===== src/rtl/cnn_pkg.sv =====
// ----------------------------------------------------------------------------
// cnn_pkg
// Shared definitions for the CNN dense datapath stages.
//   FRAC_BITS / DATA_WIDTH : Q8.8 fixed-point format of activations and weights
//   dense_state_e          : FSM encoding common to all dense stages
//   sat16 / relu16         : output conditioning helpers applied at row write-back
// ----------------------------------------------------------------------------
package cnn_pkg;

    localparam int unsigned FRAC_BITS  = 8;
    localparam int unsigned DATA_WIDTH = 16;

    typedef enum logic [2:0] {
        StIdle  = 3'd0,
        StIssue = 3'd1,
        StDrain = 3'd2,
        StWrite = 3'd3,
        StDone  = 3'd4
    } dense_state_e;

    // Clamp a wide signed value into the 16-bit two's complement range.
    function automatic logic signed [15:0] sat16(input logic signed [47:0] v);
        if (v > 48'sd32767) begin
            return 16'sh7fff;
        end else if (v < -48'sd32768) begin
            return 16'sh8000;
        end else begin
            return v[15:0];
        end
    endfunction

    function automatic logic [15:0] relu16(input logic signed [15:0] v);
        return v[15] ? 16'h0000 : v;
    endfunction

endpackage


===== src/rtl/dense_mac2_pipe.sv =====
// ----------------------------------------------------------------------------
// dense_mac2_pipe
// Two-lane multiply-accumulate pipeline for the dense stages.
//   clk, rst_n : clock, asynchronous active-low reset
//   i_valid    : i_x/i_w carry a valid word pair this cycle
//   i_clear    : this word pair is the first of a row; accumulator restarts
//   i_x, i_w   : packed {hi, lo} activation and weight pairs
//   o_acc      : running accumulator, updated two cycles after a valid input
// ----------------------------------------------------------------------------
module dense_mac2_pipe #(
    parameter int unsigned DATA_WIDTH = 16,
    parameter int unsigned ACC_WIDTH  = 40
) (
    input  logic                        clk,
    input  logic                        rst_n,
    input  logic                        i_valid,
    input  logic                        i_clear,
    input  logic [2*DATA_WIDTH-1:0]     i_x,
    input  logic [2*DATA_WIDTH-1:0]     i_w,
    output logic signed [ACC_WIDTH-1:0] o_acc
);

    localparam int unsigned PW = 2 * DATA_WIDTH;

    logic signed [PW-1:0]        w_x0, w_x1, w_w0, w_w1;
    logic signed [PW-1:0]        w_p0, w_p1;
    logic signed [PW-1:0]        r_p0, r_p1;
    logic                        r_pv, r_pclr;
    logic signed [ACC_WIDTH-1:0] r_acc, w_acc_d;

    // Sign-extend operands to product width so the full product is kept.
    assign w_x0 = {{DATA_WIDTH{i_x[DATA_WIDTH-1]}}, i_x[DATA_WIDTH-1:0]};
    assign w_x1 = {{DATA_WIDTH{i_x[PW-1]}}, i_x[PW-1:DATA_WIDTH]};
    assign w_w0 = {{DATA_WIDTH{i_w[DATA_WIDTH-1]}}, i_w[DATA_WIDTH-1:0]};
    assign w_w1 = {{DATA_WIDTH{i_w[PW-1]}}, i_w[PW-1:DATA_WIDTH]};

    assign w_p0 = w_x0 * w_w0;
    assign w_p1 = w_x1 * w_w1;

    // Clear folds into the first accumulate so back-to-back rows need no bubble.
    always_comb begin
        w_acc_d = (r_pclr ? '0 : r_acc)
                + {{(ACC_WIDTH-PW){r_p0[PW-1]}}, r_p0}
                + {{(ACC_WIDTH-PW){r_p1[PW-1]}}, r_p1};
    end

    always_ff @(posedge clk or negedge rst_n) begin
        if (!rst_n) begin
            r_p0   <= '0;
            r_p1   <= '0;
            r_pv   <= 1'b0;
            r_pclr <= 1'b0;
            r_acc  <= '0;
        end else begin
            r_pv   <= i_valid;
            r_pclr <= i_clear;
            if (i_valid) begin
                r_p0 <= w_p0;
                r_p1 <= w_p1;
            end
            if (r_pv) begin
                r_acc <= w_acc_d;
            end
        end
    end

    assign o_acc = r_acc;

endmodule


===== src/rtl/dense_2_layer.sv =====
// ----------------------------------------------------------------------------
// dense_2_layer
// 120->84 fully-connected stage with bias and ReLU, Q8.8 arithmetic.
//   clk, rst_n            : clock, asynchronous active-low reset
//   layer_enable          : start request, honoured only while idle
//   wr_en/wr_addr/wr_data : packed input vector writes {x[2a+1], x[2a]}
//   in_ready              : high while idle (writes accepted)
//   weight_addr/_data     : external weight ROM, 1-cycle read latency
//   bias_addr/_data       : external bias ROM, 1-cycle read latency
//   out_wr_en/addr/data   : one write per output row
//   layer_done            : one-cycle pulse after the last row
// Row period is IN_WORDS issue cycles + 3 drain cycles + 1 write cycle.
// ----------------------------------------------------------------------------
module dense_2_layer #(
    parameter int unsigned IN_LEN     = 120,
    parameter int unsigned OUT_LEN    = 84,
    parameter int unsigned DATA_WIDTH = 16,
    parameter int unsigned FRAC_BITS  = 8,
    parameter int unsigned ADDR_WIDTH = 16
) (
    input  logic                    clk,
    input  logic                    rst_n,
    input  logic                    layer_enable,
    input  logic                    wr_en,
    input  logic [ADDR_WIDTH-1:0]   wr_addr,
    input  logic [2*DATA_WIDTH-1:0] wr_data,
    output logic                    in_ready,
    output logic [ADDR_WIDTH-1:0]   weight_addr,
    input  logic [2*DATA_WIDTH-1:0] weight_data,
    output logic [ADDR_WIDTH-1:0]   bias_addr,
    input  logic [DATA_WIDTH-1:0]   bias_data,
    output logic                    out_wr_en,
    output logic [ADDR_WIDTH-1:0]   out_addr,
    output logic [DATA_WIDTH-1:0]   out_data,
    output logic                    layer_done
);

    import cnn_pkg::*;

    localparam int unsigned IN_WORDS  = IN_LEN / 2;
    localparam int unsigned IDX_W     = $clog2(IN_WORDS);
    localparam int unsigned ACC_WIDTH = 40;
    localparam int unsigned SUM_WIDTH = 48;

    localparam logic [ADDR_WIDTH-1:0] IN_WORDS_A = ADDR_WIDTH'(IN_WORDS);
    localparam logic [ADDR_WIDTH-1:0] LAST_WORD  = ADDR_WIDTH'(IN_WORDS - 1);
    localparam logic [ADDR_WIDTH-1:0] LAST_ROW   = ADDR_WIDTH'(OUT_LEN - 1);

    dense_state_e r_state, w_state_next;

    logic [ADDR_WIDTH-1:0]   r_row, r_word;
    logic [1:0]              r_drain;
    logic [2*DATA_WIDTH-1:0] r_buf [IN_WORDS];
    logic [2*DATA_WIDTH-1:0] r_x;
    logic                    r_iss_v, r_iss_first;
    logic [ADDR_WIDTH-1:0]   r_out_addr;
    logic [DATA_WIDTH-1:0]   r_out_data;

    logic                        w_idle, w_issue, w_write, w_done;
    logic                        w_buf_we, w_drain_last;
    logic signed [ACC_WIDTH-1:0] w_acc;
    logic signed [SUM_WIDTH-1:0] w_sum, w_shift;
    logic [DATA_WIDTH-1:0]       w_res;

    // ------------------------------------------------------------------
    // FSM: state register
    // ------------------------------------------------------------------
    always_ff @(posedge clk or negedge rst_n) begin
        if (!rst_n) begin
            r_state <= StIdle;
        end else begin
            r_state <= w_state_next;
        end
    end

    // ------------------------------------------------------------------
    // FSM: next state
    // ------------------------------------------------------------------
    always_comb begin
        w_state_next = r_state;
        unique case (r_state)
            StIdle:  if (layer_enable) w_state_next = StIssue;
            StIssue: if (r_word == LAST_WORD) w_state_next = StDrain;
            StDrain: if (r_drain == 2'd2) w_state_next = StWrite;
            StWrite: w_state_next = (r_row == LAST_ROW) ? StDone : StIssue;
            StDone:  w_state_next = StIdle;
            default: w_state_next = StIdle;
        endcase
    end

    // ------------------------------------------------------------------
    // FSM: outputs
    // ------------------------------------------------------------------
    always_comb begin
        w_idle  = 1'b0;
        w_issue = 1'b0;
        w_write = 1'b0;
        w_done  = 1'b0;
        unique case (r_state)
            StIdle:  w_idle  = 1'b1;
            StIssue: w_issue = 1'b1;
            StWrite: w_write = 1'b1;
            StDone:  w_done  = 1'b1;
            default: ;
        endcase
    end

    assign w_drain_last = (r_state == StDrain) && (r_drain == 2'd2);

    // ------------------------------------------------------------------
    // Row / word / drain counters and issue-side pipeline flags
    // ------------------------------------------------------------------
    always_ff @(posedge clk or negedge rst_n) begin
        if (!rst_n) begin
            r_row       <= '0;
            r_word      <= '0;
            r_drain     <= '0;
            r_iss_v     <= 1'b0;
            r_iss_first <= 1'b0;
        end else begin
            // Flags travel alongside the buffer/ROM read data.
            r_iss_v     <= w_issue;
            r_iss_first <= w_issue && (r_word == '0);
            unique case (r_state)
                StIdle: begin
                    if (layer_enable) begin
                        r_row  <= '0;
                        r_word <= '0;
                    end
                end
                StIssue: begin
                    r_word  <= r_word + 1'b1;
                    r_drain <= '0;
                end
                StDrain: begin
                    r_drain <= r_drain + 1'b1;
                end
                StWrite: begin
                    if (r_row != LAST_ROW) begin
                        r_row  <= r_row + 1'b1;
                        r_word <= '0;
                    end
                end
                default: ;
            endcase
        end
    end

    // ------------------------------------------------------------------
    // Input vector buffer (not reset) and its registered read port
    // ------------------------------------------------------------------
    assign w_buf_we = w_idle && wr_en && (wr_addr < IN_WORDS_A);

    always_ff @(posedge clk) begin
        if (w_buf_we) begin
            r_buf[wr_addr[IDX_W-1:0]] <= wr_data;
        end
        r_x <= r_buf[r_word[IDX_W-1:0]];
    end

    // ------------------------------------------------------------------
    // MAC lanes
    // ------------------------------------------------------------------
    dense_mac2_pipe #(
        .DATA_WIDTH (DATA_WIDTH),
        .ACC_WIDTH  (ACC_WIDTH)
    ) u_mac (
        .clk     (clk),
        .rst_n   (rst_n),
        .i_valid (r_iss_v),
        .i_clear (r_iss_first),
        .i_x     (r_x),
        .i_w     (weight_data),
        .o_acc   (w_acc)
    );

    // ------------------------------------------------------------------
    // Bias add, rescale, saturate, ReLU. The accumulator is final during
    // the last drain cycle, so results are captured on that edge and are
    // presented during the WRITE cycle.
    // ------------------------------------------------------------------
    always_comb begin
        w_sum = {{(SUM_WIDTH-ACC_WIDTH){w_acc[ACC_WIDTH-1]}}, w_acc}
              + ({{(SUM_WIDTH-DATA_WIDTH){bias_data[DATA_WIDTH-1]}}, bias_data} << FRAC_BITS);
        w_shift = w_sum >>> FRAC_BITS;
        w_res   = relu16(sat16(w_shift));
    end

    always_ff @(posedge clk or negedge rst_n) begin
        if (!rst_n) begin
            r_out_addr <= '0;
            r_out_data <= '0;
        end else if (w_drain_last) begin
            r_out_addr <= r_row;
            r_out_data <= w_res;
        end
    end

    // ------------------------------------------------------------------
    // Outputs
    // ------------------------------------------------------------------
    assign in_ready    = w_idle;
    assign weight_addr = r_row * IN_WORDS_A + r_word;
    assign bias_addr   = r_row;
    assign out_wr_en   = w_write;
    assign out_addr    = r_out_addr;
    assign out_data    = r_out_data;
    assign layer_done  = w_done;

endmodule


===== config.mk =====
export PLATFORM = sky130hd
export DESIGN_NAME = dense_2_layer
export DESIGN_NICKNAME = d
export VERILOG_FILES = /design/src/rtl/cnn_pkg.sv /design/src/rtl/dense_mac2_pipe.sv /design/src/rtl/dense_2_layer.sv
export SDC_FILE = /design/constraint.sdc
export NUM_CORES = 2
export LEC_CHECK = 0
export BUFFER_PORTS_ARGS = -buffer_cell sky130_fd_sc_hd__buf_2
export CAP_MARGIN = 10
export CORE_ASPECT_RATIO = 1.25
export CORE_MARGIN = 8
export CORE_UTILIZATION = 40
export CTS_CLUSTER_SIZE = 40
export DETAILED_ROUTE_END_ITERATION = 8
export PLACE_DENSITY = 0.62
export REMOVE_ABC_BUFFERS = 1
export SLEW_MARGIN = 5
export SYNTH_ARGS = -nofsm -noshare
export SYNTH_HDL_FRONTEND = slang
export SYNTH_HIERARCHICAL = 1
export SYNTH_SLANG_ARGS = --single-unit

===== constraint.sdc =====
create_clock -name clk -period 8 [get_ports clk]
set_input_delay 1.2 -clock clk [delete_from_list [all_inputs] [get_ports clk]]
set_output_delay 1.2 -clock clk [all_outputs]
set_load 0.05 [all_outputs]

# Yosys cells after proc, flatten, opt, wreduce, memory -nomap -nowiden
# Memories as Yosys holds them, arrays and structs flattened. A register that Yosys moved wholly into a read port is not among the register bits.
# Cells that the tools add are included.
word_totals:
  output_inout_bits: 67
  n_memories: 1
  reg_bits: 177
  rom_bits: 0
  ram_bits: 1920
  latchBits: 0
  word_cells: 72
classes:
  n_shift: 0
  n_reduce_logical: 12
  div: 0
  n_lt_le_gt_ge: 3
  n_eq_ne: 12
  mux: 21
  addsub: 7
  n_mul: 3
  bitwise_logic: 0
mem_list:
  columns: ["memory", "depth", "width", "rd", "rd_clocked_by_memory_dff", "write_ports", "line", "text"]
  rows:
  - ["r_buf", 60, 32, 1, 1, 1, "dense_2_layer.sv:53", "logic [2*DATA_WIDTH-1:0] r_buf [IN_WORDS];"]
ops:
  columns: ["cell", "n"]
  rows:
  - ["40-bit adder", 2]
  - ["16-bit two-way mux", 5]
  - ["16-bit by 16-bit multiplier with 32-bit output", 2]
  - ["16-bit one-hot mux with 3 select lines", 1]
  - ["40-bit by 24-bit adder with 41-bit output", 1]
  - ["40-bit two-way mux", 1]
  - ["33-bit by 16-bit > comparator with 1-bit output (second input constant)", 1]
  - ["33-bit by 16-bit < comparator with 1-bit output (second input constant)", 1]
  - ["16-bit by 1-bit adder with 16-bit output (second input constant)", 2]
  - ["16-bit one-hot mux with 2 select lines", 1]
  - ["16-bit adder", 1]
  - ["16-bit by 6-bit equality test with 1-bit output (second input constant)", 1]
  - ["16-bit by 7-bit equality test with 1-bit output (second input constant)", 1]
  - ["16-bit logical NOT", 1]
  - ["16-bit by 6-bit < comparator with 1-bit output (second input constant)", 1]
  - ["16-bit by 4-bit multiplier with 14-bit output (second input constant)", 1]
  - ["16-bit by 7-bit != test with 1-bit output (second input constant)", 1]
  - ["15-bit two-way mux", 1]
  - ["3-bit two-way mux", 4]
  - ["3-bit one-hot mux with 4 select lines", 1]
  - ["3-bit AND reduction", 3]
  - ["3-bit by 2-bit equality test with 1-bit output (second input constant)", 2]
  - ["1-bit two-way mux", 6]
  - ["2-bit != test (second input constant)", 3]
  - ["other kinds (10)", 14]

# Longest topological paths before layout
logic_depth:
  ltp_word: 6
  depth_mapped: 24
  depth_no_buf: 23

# By module
# Netlist, hierarchy kept.
by_module_without_submodules:
  columns: ["mod", "n_inst", "area_per_inst_um2", "cells_each"]
  rows:
  - ["dense_2_layer", 1, 80498.5, 3714]
  - ["dense_mac2_pipe", 1, 26714.4, 2833]

# Least setup slack after synthesis
# No wires, ideal clock.
synth_timing:
  path_type: "input to register"
  startpoint: "input port weight_data[17]"
  endpoint: "register u_mac.r_p1[31]"
  required_time_ps: 7931
  setup_ps: 69
  path_stages: 20
  arrival_time_ps: 7154
  setup_slack_ps: 776
  cell_sequence: "clkbuf_1 -> nand2_1 -> inv_1 -> fa_1 -> fa_1 -> fa_1 -> fa_1 -> fa_1 -> inv_1 -> fa_1 -> inv_1 -> ha_1 -> a21o_1 -> a211o_1 -> and2_1 -> a21oi_1 -> nor3_1 -> o311a_1 -> or4_1 -> nand3_1"
synth_between:
  elab_chain_len: 1
synth_lines:
  columns: ["item", "line", "text"]
  rows:
  - ["from (decl)", "dense_2_layer.sv:29", "input logic [2*DATA_WIDTH-1:0] weight_data,"]
  - ["16-bit by 16-bit multiplier with 32-bit output", "dense_mac2_pipe.sv:38", "assign w_p1 = w_x1 * w_w1;"]
  - ["to (signal assigned)", "dense_mac2_pipe.sv:59", "r_p1 <= w_p1;"]
  - ["to (decl)", "dense_mac2_pipe.sv:27", "logic signed [PW-1:0] r_p0, r_p1;"]
# No other way between the ends.
# A chain may end at the register's enable or synchronous reset.

# Final worst setup path
layout_timing:
  startpoint: "register r_row[3] (netlist: bias_addr[3])"
  endpoint: "output port weight_addr[15]"
layout_between:
  elab_chain_len: 2
layout_lines:
  columns: ["item", "line", "text"]
  rows:
  - ["from (decl)", "dense_2_layer.sv:51", "logic [ADDR_WIDTH-1:0] r_row, r_word;"]
  - ["from (signal assigned)", "dense_2_layer.sv:140", "r_row <= r_row + 1'b1;"]
  - ["16-bit by 4-bit multiplier with 14-bit output", "dense_2_layer.sv:203", "assign weight_addr = r_row * IN_WORDS_A + r_word;"]
  - ["16-bit adder", "dense_2_layer.sv:203", null]
  - ["to (decl)", "dense_2_layer.sv:28", "output logic [ADDR_WIDTH-1:0] weight_addr,"]
# No other way between the ends.

==> results_dict.tcl <==
set metrics [dict create \
    status "completed" \
    power_frac_seq 0.353 \
    insertion_delay_to_the_later_sink_of_the_worst_skew_pair_ns 0.87 \
    yosys_most_used_dff "edfxtp_1" \
    ant_nets 0 \
    timing_worst_setup_path_type "reg -> out" \
    finish.instance_area_mm2 0.119 \
    viasPerCell 5.47 \
    finalCritPeriodShare 0.914 \
    cts.hold.buffers_added 0 \
    place_congestion 0.873 \
    async_flop_share 0.0827 \
    timing.setup.tns_ns 0 \
    die_w_um 479 \
    min-delay-path-class "reg -> reg" \
    cts_buffer_depth 4 \
    clock_sinks 2128 \
    syn-instance-count 6547 \
    relative_max_transition_margin 0.237 \
    floorplan.io_pins 167 \
    route.vias.total 57100 \
    synth-edff-count 1920 \
    finalHoldViolCount 0 \
    pwr-share-comb 0.386 \
    routed_wire_length_per_instance_um 25.1 \
    drcViolationCount 0 \
    hpwl_um 171000 \
    yosys_warnings 6 \
    worst_pin_slew_ns 1.14 \
    portBuffers 165 \
    die_height_um 595 \
    power_density_mw_per_mm2 307 \
    htree_num_levels 4 \
    start_util 0.402 \
    cts_made_buffers 208 \
    final_max_slew_viol_count 0 \
    switching_fraction 0.332 \
    p_leak_nw 42.2 \
    first_pass_grt_wire_length_um 395000 \
    ys_ff_latch 2128 \
    core_area_mm2 0.267 \
    cp-start-kind "flip-flop" \
    post_synthesis_average_cell_area_um2 16.4 \
    synth_cell_type_count 93 \
    power.ir.vdd_worst_mv 0.291 \
    path_max_fanout 7 \
    r2r-start "r_x[27]" \
    timing.critical_path.to_type "output port" \
    final_cell_count_no_fill 10400 \
    maximum_number_of_pins_on_one_net_before_global_route_repair 120 \
    syn2layout_area_growth_pct 11.3 \
    timing.hold.worst_path_depth 0 \
    routed_wirelength_um 262000 \
    grt_antenna_before_repair 37 \
    grt_setup_unrepaired "false" \
    r2r_end "u_mac/r_p1[31]" \
    detail_route.first_pass.iterations 5 \
    launch_point_of_the_worst_hold_path "r_iss_first" \
    switchingPower_mw 12.2 \
    detail_route.iter0.violations 4560 \
    fin_worst_skew_ns 0.0745 \
    global_route.overflow_total 0 \
    die_outline_area_mm2 0.285 \
    min_to "u_mac/r_pclr" \
    clock_power_share 0.261 \
    total_power_mw 36.7 \
    cap_viol_max_count 0 \
    drive_gt1_frac 0.193 \
    setup_viol 0 \
    final_util 0.447 \
    critical_path_required_ns 6.80 \
    clockRootBuffer "clkbuf_16" \
    achievable-frequency_mhz 137 \
    num-nets-final 7714 \
    placed_cell_area_mm2 0.113 \
    fin_crit_ns 7.31 \
    reg_to_reg_slack_setup_ns 1.19 \
    cell_total_after_placement 10100 \
    ff2ff_path_depth 19 \
    worst-endpoint-arrival_ns 6.11 \
    mappedNetlistArea_mm2 0.107 \
    gr-usage-all-layers 0.182 \
    grt_pass1_vias 61100 \
    power_report.internal_total_mw 24.5 \
    rows 212 \
    synth_seq_area_share 0.585 \
    path_clk_slew_ns 0.07 \
    cts_tree "done" \
]
[worst max path at each step]
stage / slack (ns) / cells after the start / to / from
2_1_floorplan: -12.40 / 4 / r_word[10] / r_word[0]
3_3_place_gp: 0.53 / 20 / u_mac/r_p1[31] / weight_data[17]
3_5_place_dp: 0.44 / 20 / u_mac/r_p1[31] / weight_data[17]
4_1_cts: 0.37 / 18 / weight_addr[15] / bias_addr[3]
5_1_grt: 0.08 / 18 / weight_addr[15] / bias_addr[3]
6_report: 0.69 / 18 / weight_addr[15] / bias_addr[3]
[stage by stage]
step	setup WS, ns	hold slack, ns
after CTS	0.369	0.355
after global routing	0.0773	0.368
final	0.686	0.353
after detailed placement	0.435	0.343
after global placement	0.530	0.341
after floorplan	-12.40	0.331
[area by class of cell]
type / instances / area, um^2
fill: 23200 / 148000
sequential: 2128 / 62700
multi-input combinational: 3476 / 41400
clock buffer: 253 / 5440
tap: 3531 / 4420
inverter: 659 / 2470
timing repair buffer: 276 / 1760
clock inverter: 108 / 1070
antenna: 13 / 32.5
[placed cells by master (no fill, tap or decap), types with 39 or more instances in the layout]
cell type | netlist | routed
nor2_1 | 187 | 127
a21oi_1 | 157 | 157
edfxtp_1 | 1920 | 1920
clkinv_1 | 1 | 50
clkbuf_1 | 211 | 40
inv_1 | 658 | 658
nand3_1 | 58 | 58
and2_1 | 260 | 260
dfrtp_1 | 176 | 168
a21o_1 | 53 | 53
ha_1 | 278 | 278
mux2i_1 | 39 | 39
buf_4 | 4 | 104
nor2_4 | 0 | 60
xnor2_1 | 105 | 104
mux2_2 | 66 | 66
o21ai_0 | 132 | 132
buf_2 | 17 | 163
clkbuf_16 | 0 | 209
mux4_2 | 608 | 608
nor2b_1 | 54 | 54
fa_1 | 587 | 587
nor3_1 | 42 | 42
nand2_1 | 420 | 420
[registers in the layout, indices dropped and copies added (netlist names), 3 cells and up]
| name | count |
|---|---|
| bias_addr | 16 |
| out_addr | 16 |
| out_data | 15 |
| r_buf | 1920 |
| r_state | 3 |
| r_word | 16 |
| r_x | 32 |
| u_mac/o_acc | 40 |
| u_mac/r_p0 | 32 |
| u_mac/r_p1 | 32 |
[routing by layer]
metal,share of wire,global-route usage
met5,0.00031,0
met4,0.025,0.0443
met3,0.049,0.0244
met2,0.53,0.330
met1,0.40,0.232
[Yosys cell counts, drive strengths merged, types with 11 or more instances]
cell / n / area, um^2
nand4: 21 / 146
a21o: 53 / 398
mux2i: 39 / 390
nor2: 187 / 702
and2: 260 / 1630
inv: 658 / 2470
a211oi: 19 / 158
mux2: 66 / 743
mux4: 608 / 13700
a21boi: 12 / 97.6
and3: 23 / 144
clkbuf: 212 / 797
buf: 72 / 322
o21ai: 140 / 704
a21oi: 160 / 812
nor2b: 54 / 338
a211o: 11 / 96.3
xor2: 36 / 315
ha: 278 / 3480
nor3: 43 / 220
o31ai: 18 / 135
o21a: 25 / 188
edfxtp: 1920 / 57700
fa: 587 / 11800
nand2: 420 / 1580
nand3: 58 / 290
xnor2: 105 / 920
a31oi: 29 / 203
nand2b: 31 / 194
o21bai: 15 / 113
nand3b: 14 / 105
dfrtp: 176 / 4400
dfxtp: 32 / 641
or3: 23 / 144
o211ai: 20 / 150
[power groups by stage]
stage | clock [mW] | combinational [mW] | sequential, mW
global route | 10.2 | 16.0 | 13.0
floorplan | 0 | 11.1 | 13.0
finish | 9.56 | 14.2 | 12.9
CTS | 9.77 | 14.3 | 13.0
detailed placement | 0 | 14.2 | 13.2
global placement | 0 | 13.9 | 13.2
[cell families (layout without fill, tap and decap cells)]
group           count (synthesis)  count (layout)  synth area share
simple gates                 1186            1186            0.0552
xor+xnor                      141             141            0.0115
buf+inv                       943            1296            0.0335
mux                           713             713             0.138
other cells                     1              14         0.0000350
flops                        2128            2128             0.585
compound gates                570             570            0.0346
fa+ha+maj                     865             865             0.142
[critical path, stage by stage (launching register included)]
cell	delay (ns)
dfrtp_1	0.41
inv_1	0.33
fa_1	0.51
fa_1	0.52
inv_1	0.04
ha_1	0.31
nor2b_1	0.13
o21ai_0	0.11
a21boi_0	0.27
o21ai_0	0.15
a21boi_0	0.25
o21ai_0	0.14
a21boi_0	0.31
nor2_1	0.11
ha_1	0.23
o41ai_1	0.57
o21ai_0	0.27
xnor2_2	0.27
clkbuf_4	0.33
[timing repair]
| action | 4_1_cts | 5_1_grt |
|---|---|---|
| buffers inserted | 0 | 0 |
| gates resized for setup | 0 | 2 |
| setup endpoints to repair | 0 | 1 |
Note: power is estimated with default switching activity, not from simulation.
